`src/rtl/decoder_rr_arbiter_pkg.sv`:
```
// Shared constants, FSM encoding and the rotating priority scan for the
// decoder-sequencing round-robin arbiter.
package decoder_rr_arbiter_pkg;

    localparam int N_REQ = 8;
    localparam int IDX_W = 3;

    typedef enum logic {
        ST_IDLE  = 1'b0,
        ST_GRANT = 1'b1
    } state_t;

    // First set request bit scanning ptr, ptr+1, ... with natural 3-bit wrap.
    function automatic logic [IDX_W-1:0] rr_pick(
        input logic [N_REQ-1:0] r,
        input logic [IDX_W-1:0] p
    );
        logic [IDX_W-1:0] idx;
        logic [IDX_W-1:0] pick;
        logic             found;
        pick  = p;
        found = 1'b0;
        for (int i = 0; i < N_REQ; i++) begin
            idx = p + IDX_W'(i);
            if (!found && r[idx]) begin
                pick  = idx;
                found = 1'b1;
            end
        end
        return pick;
    endfunction

endpackage

```
`src/rtl/decoder_rr_arbiter_dec.sv`:
```
// 3-to-8 decoder with enable: d is one-hot at position a when e is high.
module decoder_rr_arbiter_dec
    import decoder_rr_arbiter_pkg::*;
(
    input  logic [IDX_W-1:0] a,
    input  logic             e,
    output logic [N_REQ-1:0] d
);

    assign d = e ? (N_REQ'(1) << a) : '0;

endmodule

```
`src/rtl/decoder_rr_arbiter.sv`:
```
// Round-robin arbiter driving a 3-to-8 decoder from a registered grant index,
// with a per-grant hold timeout and a dead cycle between grants.
module decoder_rr_arbiter
    import decoder_rr_arbiter_pkg::*;
#(
    parameter int MAX_HOLD = 16,
    parameter int CNT_W    = 5
) (
    input  logic             clk,
    input  logic             rst,
    input  logic [N_REQ-1:0] req,
    output logic [N_REQ-1:0] gnt,
    output logic [IDX_W-1:0] gnt_idx,
    output logic             gnt_en,
    output logic             busy
);

    state_t           state, state_n;
    logic [IDX_W-1:0] ptr, ptr_n;
    logic [IDX_W-1:0] idx_n;
    logic [CNT_W-1:0] hold_cnt, hold_n;
    logic [N_REQ-1:0] dec_d;

    // NOTE: every output of this block gets a default first, so no path can infer a latch.
    always_comb begin
        state_n = state;
        ptr_n   = ptr;
        idx_n   = gnt_idx;
        hold_n  = hold_cnt;
        case (state)
            ST_IDLE: begin
                if (|req) begin
                    idx_n   = rr_pick(req, ptr);
                    hold_n  = '0;
                    state_n = ST_GRANT;
                end
            end
            ST_GRANT: begin
                hold_n = hold_cnt + CNT_W'(1);
                // Owner drop and timeout share one release path and one ptr update.
                if (!req[gnt_idx] || hold_cnt == CNT_W'(MAX_HOLD - 1)) begin
                    state_n = ST_IDLE;
                    ptr_n   = gnt_idx + IDX_W'(1);
                    hold_n  = '0;
                end
            end
            default: state_n = ST_IDLE;
        endcase
    end

    // NOTE: sequential state uses non-blocking assignments; reset is sampled on the clock edge.
    always_ff @(posedge clk) begin
        if (rst) begin
            state    <= ST_IDLE;
            ptr      <= '0;
            gnt_idx  <= '0;
            hold_cnt <= '0;
        end else begin
            state    <= state_n;
            ptr      <= ptr_n;
            gnt_idx  <= idx_n;
            hold_cnt <= hold_n;
        end
    end

    assign gnt_en = (state == ST_GRANT);
    assign busy   = gnt_en;

    decoder_rr_arbiter_dec u_dec (
        .a (gnt_idx),
        .e (gnt_en),
        .d (dec_d)
    );

    // Masked explicitly so gnt is zero whenever gnt_en is low, whatever the decoder does.
    assign gnt = dec_d & {N_REQ{gnt_en}};

endmodule

```
`config.mk`:
```
export PLATFORM = sky130hd
export DESIGN_NAME = decoder_rr_arbiter
export DESIGN_NICKNAME = d
export VERILOG_FILES = /design/src/rtl/decoder_rr_arbiter_pkg.sv /design/src/rtl/decoder_rr_arbiter_dec.sv /design/src/rtl/decoder_rr_arbiter.sv
export SDC_FILE = /design/constraint.sdc
export NUM_CORES = 1
export LEC_CHECK = 0
export ABC_AREA = 1
export CAP_MARGIN = 30
export CORE_ASPECT_RATIO = 1.75
export CORE_MARGIN = 5
export CORE_UTILIZATION = 41
export DETAILED_ROUTE_END_ITERATION = 12
export PLACE_DENSITY = 0.66
export REMOVE_ABC_BUFFERS = 1
export SLEW_MARGIN = 5
export SYNTH_ARGS = -nofsm -noshare
export SYNTH_HDL_FRONTEND = slang
export SYNTH_SLANG_ARGS = --single-unit
```
`constraint.sdc`:
```
create_clock -name clk -period 2.6 [get_ports clk]
set_clock_uncertainty 0.2 [all_clocks]
set_input_delay 0.78 -clock clk [delete_from_list [all_inputs] [get_ports clk]]
set_output_delay 0.78 -clock clk [all_outputs]
set_load 0.05 [all_outputs]
```
==> flow_metrics.tcl, run 1 <==
set metrics [dict create \
    status "complete, no violations" \
    drc 0 \
    antenna_cells 0 \
    area_growth_pct 41.6 \
    cap_violations 0 \
    firstDrtPassIters 4 \
    max_slew_margin_pct 66.9 \
    clkLatencyLatePin_ns 0.24 \
    wl_per_cell_um 12.5 \
    holdWs_ns 0.284 \
    drv_slew 0 \
    drtIter0Drc 25 \
    netlist_instances 240 \
    vias 1727 \
    cp_cell_sequence "inv_1 -> ha_1 -> inv_1 -> nor2_1 -> buf_12" \
    cts_hold_buf 0 \
    wirelength_mm 4.21 \
    core_area_mm2 0.00343 \
    synth_area_mm2 0.00147 \
    io_buffers 22 \
    die_x_um 55.2 \
    ant_nets 0 \
    die-area_mm2 0.00492 \
    worstPathArrival_ns 1.47 \
    io_pins 23 \
    htree_levels 1 \
    yosys_warnings 0 \
    cp-end-kind "output pin" \
    rows 28 \
    grt_pass1_vias 1785 \
    root_buffer "clkbuf_8" \
    rsz0062_at_grt "false" \
    worstMarginPinSlew_ns 0.497 \
    nFillCells 362 \
    synth_top_area_share_pct 16.4 \
    cp_slowest_stage_delay_ns 0.37 \
    yosysSeqAreaShare_pct 16.4 \
    hold_viol_final 0 \
    cts_tree "yes" \
    pre_cts_ws_ns -0.402 \
    initial_core_util_pct 42.7 \
    yosys.cell_count.top_type "nand2_1" \
    hp-class "reg2reg" \
    setup-violations-final 0 \
    async_reset_ff_share_pct 0 \
    place_inst 330 \
    irDropWorstVdd_uv 832 \
    dp_hpwl_mm 3.47 \
    synth_edf_count 0 \
    crit_path_top_delay_cell "dfxtp_2" \
    timing.fmax_mhz 408 \
    cp_max_fo 8 \
    cts_buffers 3 \
    antenna_found_initial 0 \
    cts_buffer_depth 2 \
    synthDistinctLibCells 35 \
    grt_util_all_layers_pct 20.5 \
    synth_common_cells "61 x nand2_1, 31 x inv_1, 31 x nand3_1" \
    ys_ff_latch 12 \
    instances_no_fill 336 \
    crit_type "reg2out" \
    synth_area_leaders "dfxtp_1 16%, nand2_1 16%, nand3_1 11%" \
    path_clk_slew_ns 0.05 \
    grt_pass1_wl_mm 7.51 \
    overflow 0 \
    nets 312 \
    die-height_um 89.1 \
    yosys.area.top_type "dfxtp_1" \
    syn_area_per_cell_um2 6.10 \
    crit_path_frequent_cell "inv_1" \
    worst_ep_required_time_ns 1.62 \
    synth_flop_cell "dfxtp_1" \
    p_per_area_mw_per_mm2 1130 \
    gp_routability_congestion 0.901 \
    drive_gt1_share_pct 28.5 \
    min_period_over_period_pct 94.3 \
    cts.sinks 12 \
    final_critical_path_setup_slack_ns 0.148 \
    post-route-min-period_ns 2.45 \
    viasPerCell 5.14 \
    grt_start_max_net_pins 13 \
    total_leakage_power_nw 1.01 \
    cp-start-kind "flip-flop" \
]
==> state kept, by name (all words and copies together) (netlist names) <==
register / flops
hold_cnt: 5
gnt_idx: 3
ptr: 3
busy: 1
==> critical path, delay by kind of cell (launching register included) <==
family | cells | cell delay, ns
buffers and inverters | 3 | 0.46
flip-flops | 1 | 0.37
adder cells (fa/ha/maj) | 1 | 0.22
AND/OR/NAND/NOR | 1 | 0.19
==> worst paths after layout <==
check	start	end	slack (ns)	cells after the start
worst min-delay path	hold_cnt[1]	hold_cnt[1]	0.28	2
worst max-delay path	gnt_idx[0]	gnt[0]	0.15	5
worst max register to register	ptr[0]	gnt_idx[0]	0.22	17
worst min register to register	hold_cnt[1]	hold_cnt[1]	0.28	2
==> stage by stage <==
step / util (%) / TNS, ns / cell area (µm²) / total power, W
floorplan: - / -1.96 / 1420 / 0.00146
global route: 60.4 / 0 / 2070 / 0.00259
global placement: 57.8 / -1.43 / 1980 / 0.00206
detailed placement: 57.8 / -1.77 / 1980 / 0.00208
CTS: 59.9 / 0 / 2060 / 0.00233
finish: 60.4 / 0 / 2070 / 0.00235
==> report_power, final <==
part           switching [W]  internal [W]
combinational        0.00112      0.000723
clock              0.0000682      0.000134
sequential         0.0000771      0.000229
==> logic make-up after synthesis <==
| group | synth area share, % |
|---|---|
| AOI/OAI and AO/OA | 13.0 |
| DFF | 16.4 |
| and+or+nand+nor | 45.9 |
| xor gates and xnor gates | 4.18 |
| buffers and inverters | 12.0 |
| adders and majority gates | 8.54 |
==> final cells by class <==
class	instances	area [µm²]	area share [%]
sequential	12	243	11.7
clock buffer	4	55.1	2.65
multi-input combinational	188	1070	51.7
inverter	33	126	6.09
tap	45	56.3	2.71
timing repair buffer	54	520	25.1
==> layer usage <==
metal  part of all wire, %  track usage [%]  vias up  routed length, µm
met5                     0                0        -                  0
met4                   4.4             10.2        0                183
met3                   2.9             1.50       19                124
met2                    58             40.2       38               2430
met1                    35             20.1      787               1470
li1                      -                -      883                  -
==> layout by cell type, fill, tap and decap left out <==
cell type / n
nor2_1: 18
inv_4: 1
dfxtp_1: 10
dlygate4sd2_1: 6
xor2_1: 4
nor4_1: 1
a2bb2oi_1: 1
nand2_2: 17
o211ai_1: 2
nand3b_1: 1
nand3_2: 5
clkdlybuf4s50_1: 1
nor2_8: 1
xnor2_1: 3
a21o_1: 1
clkdlybuf4s15_1: 2
o21ai_1: 2
nand3_1: 30
dfxtp_2: 2
inv_1: 29
nor3_2: 1
nand2_4: 1
nand2_1: 55
o221ai_1: 1
clkbuf_8: 4
buf_4: 37
a21oi_2: 1
o21ai_0: 11
nor3_1: 3
inv_2: 3
nand4_1: 3
a221oi_1: 1
a31oi_1: 2
buf_12: 8
ha_1: 10
nor3_4: 1
nor2_4: 1
a21oi_1: 11
==> repair_timing <==
action	4_1_cts	5_1_grt
gates resized for setup	12	10
endpoints found under the setup margin	3	4
setup buffers	2	0
pin swaps	7	7
Note: power is estimated with default switching activity, not from simulation.
==> inputs of run 2 (changes only) <==
- SYNTH_HIERARCHICAL: unset -> 1
==> run 2 against run 1 <==
Net effect:
- global-route usage decreased by 0.38 points
- clock power increased by 3%
- highest routed layer unchanged
- sequential cell count unchanged
- largest cell class unchanged
- register-to-register slack about the same
==> flow_metrics.tcl, run 2 <==
set metrics [dict create \
    synth_flop_cell "dfxtp_1" \
    holdWs_ns 0.259 \
    initial_core_util_pct 42.7 \
    antenna_found_initial 0 \
    min_period_over_period_pct 94.1 \
    die-height_um 88.7 \
    grt.busiest_layer "met2" \
    clkLatencyLatePin_ns 0.24 \
    rows 28 \
    top_register "hold_cnt" \
    hold_viol_final 0 \
    synth_area_leaders "nand2_1 19%, dfxtp_1 17%, nand3_1 11%" \
    drive_gt1_share_pct 31.3 \
    timing.fmax_mhz 409 \
    worstPathArrival_ns 2.42 \
    layout_common_cells "61 x nand2_1, 38 x buf_4, 33 x inv_1" \
    wirelength_mm 4.36 \
    synthDistinctLibCells 34 \
    drc 0 \
    seq_area_um2 240 \
    path_buf_inv 4 \
    use_met2_pct 38.3 \
    cts.sinks 12 \
    syn_area_per_cell_um2 5.71 \
    crit_type "in2reg" \
    cp-end-kind "flip-flop" \
    worstMarginPinSlew_ns 0.511 \
    die-area_mm2 0.00488 \
    worst_ep_required_time_ns 2.58 \
    cts_buffers 3 \
    grtUsageMet1_pct 19.2 \
    finalSetupTns_ns 0 \
    final_critical_path_setup_slack_ns 0.154 \
    grt_pass1_wl_mm 7.33 \
    crit_path_top_delay_cell "clkdlybuf4s15_1" \
    firstDrtPassIters 4 \
    cts_hold_buf 0 \
    cp-start-kind "input port" \
    power.total_w 0.00226 \
    nFillCells 360 \
    setup-violations-final 0 \
    cp_max_fo 6 \
    synth_area_mm2 0.00145 \
    io_pins 23 \
    yosys.cell_count.top_type "nand2_1" \
    yosysSeqAreaShare_pct 16.6 \
    grt_util_all_layers_pct 20.2 \
    irDropWorstVdd_uv 683 \
    synth_top_area_share_pct 19.4 \
    path_clk_slew_ns 0.05 \
    gp_routability_congestion 0.932 \
    top_regs "hold_cnt (5), gnt_idx (3), ptr (3)" \
    area_growth_pct 47.0 \
    yosys_warnings 6 \
    cp_slowest_stage_delay_ns 0.23 \
    use_met3_pct 2.02 \
    ys_ff_latch 12 \
    cap_violations 0 \
    htree_levels 1 \
    synth_edf_count 0 \
    synth_common_cells "75 x nand2_1, 33 x inv_1, 33 x nand3_1" \
    post-route-min-period_ns 2.45 \
    total_leakage_power_nw 1.07 \
    viasPerCell 5.09 \
    io_buffers 22 \
    p_per_area_mw_per_mm2 1060 \
    overflow 0 \
    core_area_mm2 0.00340 \
    status "complete, no violations" \
    drtIter0Drc 40 \
    antenna_cells 0 \
    grt_start_max_net_pins 14 \
    max_slew_margin_pct 65.9 \
    utilization_pct 62.8 \
    async_reset_ff_share_pct 0 \
    hp-class "reg2reg" \
    die_x_um 55.0 \
    largest_reg_flops 5 \
    grt_pass1_vias 1777 \
    pre_cts_ws_ns -0.361 \
    netlist_instances 254 \
    cp_cell_sequence "clkdlybuf4s15_1 -> nand2_1 -> nand3_2 -> nand3_1 -> o21ai_0 -> buf_4 -> inv_1 -> nand4_1 -> buf_4 -> nand2_1 -> nand2_1 -> nand2_1 -> nand2_1 -> a21oi_1" \
    crit_path_frequent_cell "nand2_1" \
    final_common_cell "nand2_1" \
    cts_buffer_depth 2 \
    drv_slew 0 \
    cp_top_family "simple AND/OR/NAND/NOR gates" \
    ant_nets 0 \
    nets 323 \
    root_buffer "clkbuf_8" \
    vias 1791 \
    yosys.area.top_type "nand2_1" \
    cts_tree "yes" \
    dp_hpwl_mm 3.55 \
    multi_input_area_mm2 0.00111 \
    wl_per_cell_um 12.4 \
]
==> run 2: cell types whose count changed in the layout (fill, tap and decap cells not counted), moves of 3 or more <==
cell / delta
inv_1: +4
ha_1: -7
o21ai_1: +4
dlygate4sd2_1: -5
nand3_2: +3
nand2_2: +4
clkbuf_2: +3
nand2_1: +6
==> run 2: kinds of logic after synthesis <==
family	after synthesis	synth area share [%]
adders and majority gates	5	4.31
xor gates and xnor gates	8	5.35
AOI/OAI and AO/OA	34	12.8
buffers and inverters	45	13.0
and+or+nand+nor	149	47.3
muxes	1	0.690
DFF	12	16.6
==> run 2: path summary, 6_finish.rpt <==
path	startpoint	end	slack, ns	depth (start not counted)
worst max-delay path	req[6]	gnt_idx[2]	0.15	14
worst min-delay path	hold_cnt[3]	hold_cnt[3]	0.26	2
worst max register to register	ptr[0]	gnt_idx[2]	0.23	16
worst min register to register	hold_cnt[3]	hold_cnt[3]	0.26	2
==> run 2: final cells by class <==
| class | instances | area share (%) |
|---|---|---|
| Multi-Input combinational cell | 197 | 52.0 |
| Inverter | 38 | 6.69 |
| Clock buffer | 4 | 2.58 |
| Timing Repair Buffer | 56 | 24.9 |
| Sequential cell | 12 | 11.3 |
| Tap cell | 45 | 2.64 |
==> run 2: metal layers <==
metal | vias up | part of all wire (%)
li1 | 921 | -
met1 | 793 | 36
met2 | 58 | 54
met3 | 19 | 4.0
met4 | 0 | 5.5
met5 | - | 0
==> run 2: metrics by stage <==
stage	cell area (µm²)	instances
3_5_place_dp	1970	343
6_report	2130	352
5_1_grt	2130	352
3_3_place_gp	1970	343
4_1_cts	2020	348
2_1_floorplan	1410	247
==> run 2: what timing repair did <==
item	in CTS	in global routing
endpoints found under the setup margin	3	3
gates resized for setup	10	36
pin swaps	4	10
setup buffers	1	4
hold endpoints to repair	0	0
==> run 2: power by group <==
part | total (W) | switching [W] | internal (W)
clock network | 0.000208 | 0.0000739 | 0.000134
registers | 0.000302 | 0.0000772 | 0.000225
logic | 0.00175 | 0.00103 | 0.000720
total | 0.00226 | 0.00118 | 0.00108
==> run 2: tightest hold or removal path: cells and delay by family, from the launching register on <==
family	cells	cell delay, ns
flops	1	0.31
simple gates	1	0.06
compound gates	1	0.05
